`config.mk`:
```
export PLATFORM = sky130hd
export DESIGN_NAME = spi_master_flat
export DESIGN_NICKNAME = d
export VERILOG_FILES = /design/src/rtl/spi_master_if.sv /design/src/rtl/spi_master.sv /design/src/flat_wrapper.sv
export SDC_FILE = /design/constraint.sdc
export NUM_CORES = 1
export LEC_CHECK = 0
export ABC_AREA = 1
export CAP_MARGIN = 10
export CORE_MARGIN = 1.5
export CORE_UTILIZATION = 30
export DETAILED_ROUTE_END_ITERATION = 12
export PLACE_DENSITY = 0.49
export SETUP_SLACK_MARGIN = 0.02
export SLEW_MARGIN = 20
export SYNTH_ARGS = -nofsm -noshare
export SYNTH_HDL_FRONTEND = slang
export SYNTH_SLANG_ARGS = --single-unit
```
`constraint.sdc`:
```
create_clock -name clk -period 4.63 [get_ports clk]
set_clock_uncertainty 0.2 [all_clocks]
set_input_delay 1.1575 -clock clk [delete_from_list [all_inputs] [get_ports clk]]
set_output_delay 1.1575 -clock clk [all_outputs]
set_load 0.01 [all_outputs]
```
`src/rtl/spi_master_if.sv`:
```
// SPI master bundle: request/response handshake plus the four SPI pins.
// Latency: none, this is wiring only.
// Backpressure: none; the requester must watch busy before pulsing start.
interface spi_master_if;
    logic        start;
    logic [15:0] tx_data;
    logic        miso;
    logic        sclk;
    logic        mosi;
    logic        cs;
    logic        busy;
    logic        done;
    logic [15:0] rx_data;

    // The SPI master drives the pins and status and consumes the request.
    modport master (
        input  start, tx_data, miso,
        output sclk, mosi, cs, busy, done, rx_data
    );

    // The requester side (and the serial slave pin) is the mirror image.
    modport slave (
        output start, tx_data, miso,
        input  sclk, mosi, cs, busy, done, rx_data
    );
endinterface

```
`src/rtl/spi_master.sv`:
```
// SPI mode-0 master, 16-bit word sent low byte first, MSB-first inside each byte.
// Latency: start accepted at cycle 0 -> cs high cycles 1..33*CLK_DIV, done at 33*CLK_DIV+1.
// Backpressure: start is only sampled while busy=0 (IDLE or DONE); requests while busy are dropped.
module spi_master #(
    parameter int CLK_DIV = 4
) (
    input  logic  clk,
    input  logic  reset,
    spi_master_if.master bus
);

    typedef enum logic [2:0] {
        IDLE,
        SETUP,
        SCLK_HIGH,
        SCLK_LOW,
        HOLD,
        DONE
    } state_t;

    localparam logic [7:0] DIV_LAST = 8'(CLK_DIV - 1);

    state_t      state;
    state_t      state_nxt;
    logic [7:0]  div_cnt;
    logic [3:0]  bit_cnt;
    logic [15:0] tx_shift;
    logic [15:0] rx_shift;
    logic [15:0] rx_word;
    logic        timed;
    logic        phase_end;
    logic        accept;

    assign phase_end = (div_cnt == DIV_LAST);

    // State register; reset forces IDLE so every Moore output drops at once.
    always_ff @(posedge clk or negedge reset) begin
        if (!reset) begin
            state <= IDLE;
        end else begin
            state <= state_nxt;
        end
    end

    // Next-state decode and the pin/status outputs, all derived from the current state.
    always_comb begin
        state_nxt   = state;
        accept      = 1'b0;
        timed       = 1'b0;
        bus.sclk    = 1'b0;
        bus.cs      = 1'b0;
        bus.busy    = 1'b0;
        bus.done    = 1'b0;
        bus.mosi    = 1'b0;
        bus.rx_data = rx_word;
        case (state)
            IDLE: begin
                if (bus.start) begin
                    accept    = 1'b1;
                    state_nxt = SETUP;
                end
            end
            SETUP: begin
                timed = 1'b1;
                if (phase_end) state_nxt = SCLK_HIGH;
            end
            SCLK_HIGH: begin
                timed    = 1'b1;
                bus.sclk = 1'b1;
                // bit_cnt counts completed high phases; 15 means this is the 16th.
                if (phase_end) state_nxt = (bit_cnt == 4'd15) ? HOLD : SCLK_LOW;
            end
            SCLK_LOW: begin
                timed = 1'b1;
                if (phase_end) state_nxt = SCLK_HIGH;
            end
            HOLD: begin
                timed = 1'b1;
                if (phase_end) state_nxt = DONE;
            end
            DONE: begin
                bus.done = 1'b1;
                // A start seen here chains straight into the next word, leaving cs low one cycle.
                if (bus.start) begin
                    accept    = 1'b1;
                    state_nxt = SETUP;
                end else begin
                    state_nxt = IDLE;
                end
            end
            default: state_nxt = IDLE;
        endcase
        if (timed) begin
            bus.cs   = 1'b1;
            bus.busy = 1'b1;
            bus.mosi = tx_shift[15];
        end
    end

    // Phase timer and shift datapath: load on accept, shift both words at the end of each high phase.
    always_ff @(posedge clk or negedge reset) begin
        if (!reset) begin
            div_cnt  <= 8'd0;
            bit_cnt  <= 4'd0;
            tx_shift <= 16'h0000;
            rx_shift <= 16'h0000;
            rx_word  <= 16'h0000;
        end else begin
            div_cnt <= (timed && !phase_end) ? div_cnt + 8'd1 : 8'd0;
            if (accept) begin
                // Reorder once so a plain MSB-first shift yields low byte first on the wire.
                tx_shift <= {bus.tx_data[7:0], bus.tx_data[15:8]};
            end else if (state == SCLK_HIGH && phase_end) begin
                tx_shift <= {tx_shift[14:0], 1'b0};
                rx_shift <= {rx_shift[14:0], bus.miso};
                bit_cnt  <= bit_cnt + 4'd1;
            end
            // First eight received bits are the low byte, so swap halves when publishing.
            if (state == HOLD && phase_end) begin
                rx_word <= {rx_shift[7:0], rx_shift[15:8]};
            end
        end
    end

endmodule

```
`src/flat_wrapper.sv`:
```
// flat-port wrapper written by rule: the top's interface ports become plain ports
module spi_master_flat 
#(
    parameter int CLK_DIV = 4
)
  (clk, reset, bus_start, bus_tx_data, bus_miso, bus_sclk, bus_mosi, bus_cs, bus_busy, bus_done, bus_rx_data);
  spi_master_if bus_i ();
  input  logic clk;
  input  logic reset;
  input wire logic [$bits(bus_i.start)-1:0] bus_start;
  input wire logic [$bits(bus_i.tx_data)-1:0] bus_tx_data;
  input wire logic [$bits(bus_i.miso)-1:0] bus_miso;
  output wire logic [$bits(bus_i.sclk)-1:0] bus_sclk;
  output wire logic [$bits(bus_i.mosi)-1:0] bus_mosi;
  output wire logic [$bits(bus_i.cs)-1:0] bus_cs;
  output wire logic [$bits(bus_i.busy)-1:0] bus_busy;
  output wire logic [$bits(bus_i.done)-1:0] bus_done;
  output wire logic [$bits(bus_i.rx_data)-1:0] bus_rx_data;
  assign bus_i.start = bus_start;
  assign bus_i.tx_data = bus_tx_data;
  assign bus_i.miso = bus_miso;
  assign bus_sclk = bus_i.sclk;
  assign bus_mosi = bus_i.mosi;
  assign bus_cs = bus_i.cs;
  assign bus_busy = bus_i.busy;
  assign bus_done = bus_i.done;
  assign bus_rx_data = bus_i.rx_data;
  spi_master #(.CLK_DIV(CLK_DIV)) u_core (.clk(clk), .reset(reset), .bus(bus_i));
endmodule
```
==> results by group <==
Placed design
  • Buffers on Ports: 40
  • DP HPWL: 3.91 mm
  • Worst slack, placed: 1750 ps
  • Gpl congestion: 0.796
  • Area after DPL: 3420 sq um
  • Placed Cells: 480

Floorplanning
  • I/O Pins: 41
  • Die area: 10600 sq um
  • Die X: 103 um
  • Die H: 103 um
  • Core Area: 9730 sq um
  • Starting Density: 30.7%
  • Floorplan row count: 36

Global routing
  • Met2 Usage GRT: 19.3%
  • Initial antenna violation count: 0
  • Gr busiest metal: met2
  • GRT Overall Usage: 12.7%
  • Vias in the first global route: 2156
  • First-pass GRT wire length: 10.2 mm
  • Met3 Use GR: 3.32%
  • Grt met1 use: 17.0%
  • Grt ovf: 0
  • Largest net degree at the start of global routing: 54

Power and ir drop
  • Pwr Total: 1.65 mW
  • Power density over the cells: 460 nW/um^2
  • Worst vdd ir: 174 uV
  • Clock network power share: 24.9%
  • Switching power total: 0.600 mW
  • Reg power frac: 45.7%
  • Leakage: 1.63 nW
  • Int Pwr: 1.05 mW
  • Comb power frac: 29.4%
  • Net Sw Frac: 36.4%

Worst setup path
  • Max Fanout on Critical Path: 6
  • Arr. time, crit path: 1850 ps
  • Worst EP required: 3270 ps
  • CP Launch Type: flop
  • Critical path class: reg -> out
  • Worst Setup End Kind: primary output

Synthesis
  • Share of async-settable or async-resettable flops after synthesis: 100%
  • Gate count after technology mapping: 319
  • Post-synth top area share: 52.9%
  • Top cells by area, synth: dfrtp_1 53%, nand3_1 10%, nand2_1 10%
  • YS warnings: 0
  • Seq cells post-synth: 63
  • Sequential area share after synthesis: 52.9%
  • Syn Area/Cell: 9.35 sq um
  • Main synth FF type: dfrtp_1
  • Cell taking the most area after synthesis: dfrtp_1
  • Mapped Area: 2980 sq um
  • Post-synth cell types: 27
  • Post-synth EDFFs: 0
  • Syn nets: 341

Clock tree
  • Post-cts hold buffer count: 0
  • Maximum root-to-sink buffer count: 2
  • CTS Root Cell: clkbuf_8
  • Post-cts sizing count: 0
  • H-tree levels: 3
  • Sink Count: 63
  • CTS Buf Count: 9
  • Clk slew on worst S/H paths: 70 ps
  • Post-CTS Setup Inserts: 0
  • TritonCTS clock tree: yes
  • Worst skew pair latency: 330 ps

Detailed routing
  • Drc violations: 0
  • Total number of vias: 2197
  • Total wire length: 5.92 mm
  • Vias per inst: 4.43
  • WL per Instance: 11.9 um
  • Routed Antenna Nets: 0
  • DR iter-0 viols: 67
  • DRT Pass-1 Iters: 5

STA
  • RSZ-0062 raised after global routing: no
  • Setup TNS Final: 0 ps
  • Max Clk Rate: 312 MHz
  • Final Max Slew Viols: 0
  • Crit share post-route: 69.3%
  • Post-layout min period: 3210 ps
  • Worst-margin pin slew: 631 ps
  • Hold Vio Cnt, Final: 0
  • WHS: 264 ps
  • Relative slew slack: 57.9%
  • Final Setup Violations: 0
  • Final worst slack: 1420 ps

Run status
  • Status: finished clean

Worst hold path
  • Hold crit path type: reg -> reg

Cells and area
  • Ant. Diodes: 0
  • Design area: 3580 sq um
  • Commonest non-fill, non-tap cell in the layout: nand2_1
  • Post-layout util: 36.8%
  • # nets final: 380
  • Final cell count without fillers: 496
  • Area Growth Syn to Fin: 20.2%
  • Share of cells above drive strength 1: 17.4%
  • Commonest cells after routing, fill and taps aside: 81 x nand2_1, 63 x dfrtp_1, 61 x nand3_1, 39 x clkdlybuf4s50_1, 32 x o21ai_2

Job
  • Max cap viols: 0
## cells in the mapped netlist (3+ instances only)
cell type and n:
dfrtp_1 63, inv_1 27, nand3_1 61, a21oi_1 3
buf_6 9, nor2_1 11, o21ai_2 32, xnor2_1 3
nand2_1 81, nand2_2 4, nor3b_1 3
## layout make-up
type	instances	area, sq um
inverters	31	124
clock inverters	5	35.0
clock buffers	11	131
fillers	1049	6140
flip-flops and latches	63	1580
multi-input cells	212	1150
repair buffers	41	403
well taps	133	166
## per-layer routing
metal,part of all wire (%),wire length [um],vias to the layer above
met1,47,2790,1017
met5,0,0,-
met3,5.4,317,11
met4,1.6,94,0
li1,-,-,1116
met2,46,2720,53
## sequential cells by signal, summed over array words and instances (netlist names)
| signal | count |
|---|---|
| u_core.rx_shift | 16 |
| u_core.bus.rx_data | 16 |
| u_core.div_cnt | 8 |
| u_core.state | 3 |
| u_core.bit_cnt | 4 |
| u_core.tx_shift | 16 |
## cells by family (layout without fill, tap and decap cells)
group | after synthesis | in the layout | share of synthesized area (%)
buffers and inverters | 44 | 88 | 8.64
adders and majority gates | 2 | 2 | 0.839
xor gates and xnor gates | 3 | 3 | 0.881
DFF | 63 | 63 | 52.9
AOI/OAI and AO/OA | 37 | 37 | 10.3
and+or+nand+nor | 170 | 170 | 26.5
## power groups by stage
stage	logic [mW]	registers, mW	clock network [mW]
6_report	0.485	0.754	0.411
5_1_grt	0.564	0.771	0.461
4_1_cts	0.494	0.755	0.433
3_5_place_dp	0.493	0.765	0
3_3_place_gp	0.482	0.760	0
2_1_floorplan	0.387	0.743	0
## final timing paths
check                      slack [ps]               from                endpoint  cells past startpoint
max reg2reg                      2350  u_core.div_cnt[0]      u_core.rx_shift[0]                      6
min in group asynchronous         570              reset  u_core.bus.rx_data[11]                      1
max                              1420    u_core.state[0]                bus_mosi                      4
min                               260  u_core.div_cnt[0]       u_core.div_cnt[0]                      1
min reg2reg                       260  u_core.div_cnt[0]       u_core.div_cnt[0]                      1
max in group asynchronous        2700              reset       u_core.div_cnt[5]                      2
## worst max-delay path, cell delays in order (launching register included)
cell	delay (ps)
dfrtp_1	460
nor2_4	200
nand2_1	110
a21boi_0	190
clkdlybuf4s50_1	560
(Power assumes the default switching activity.)
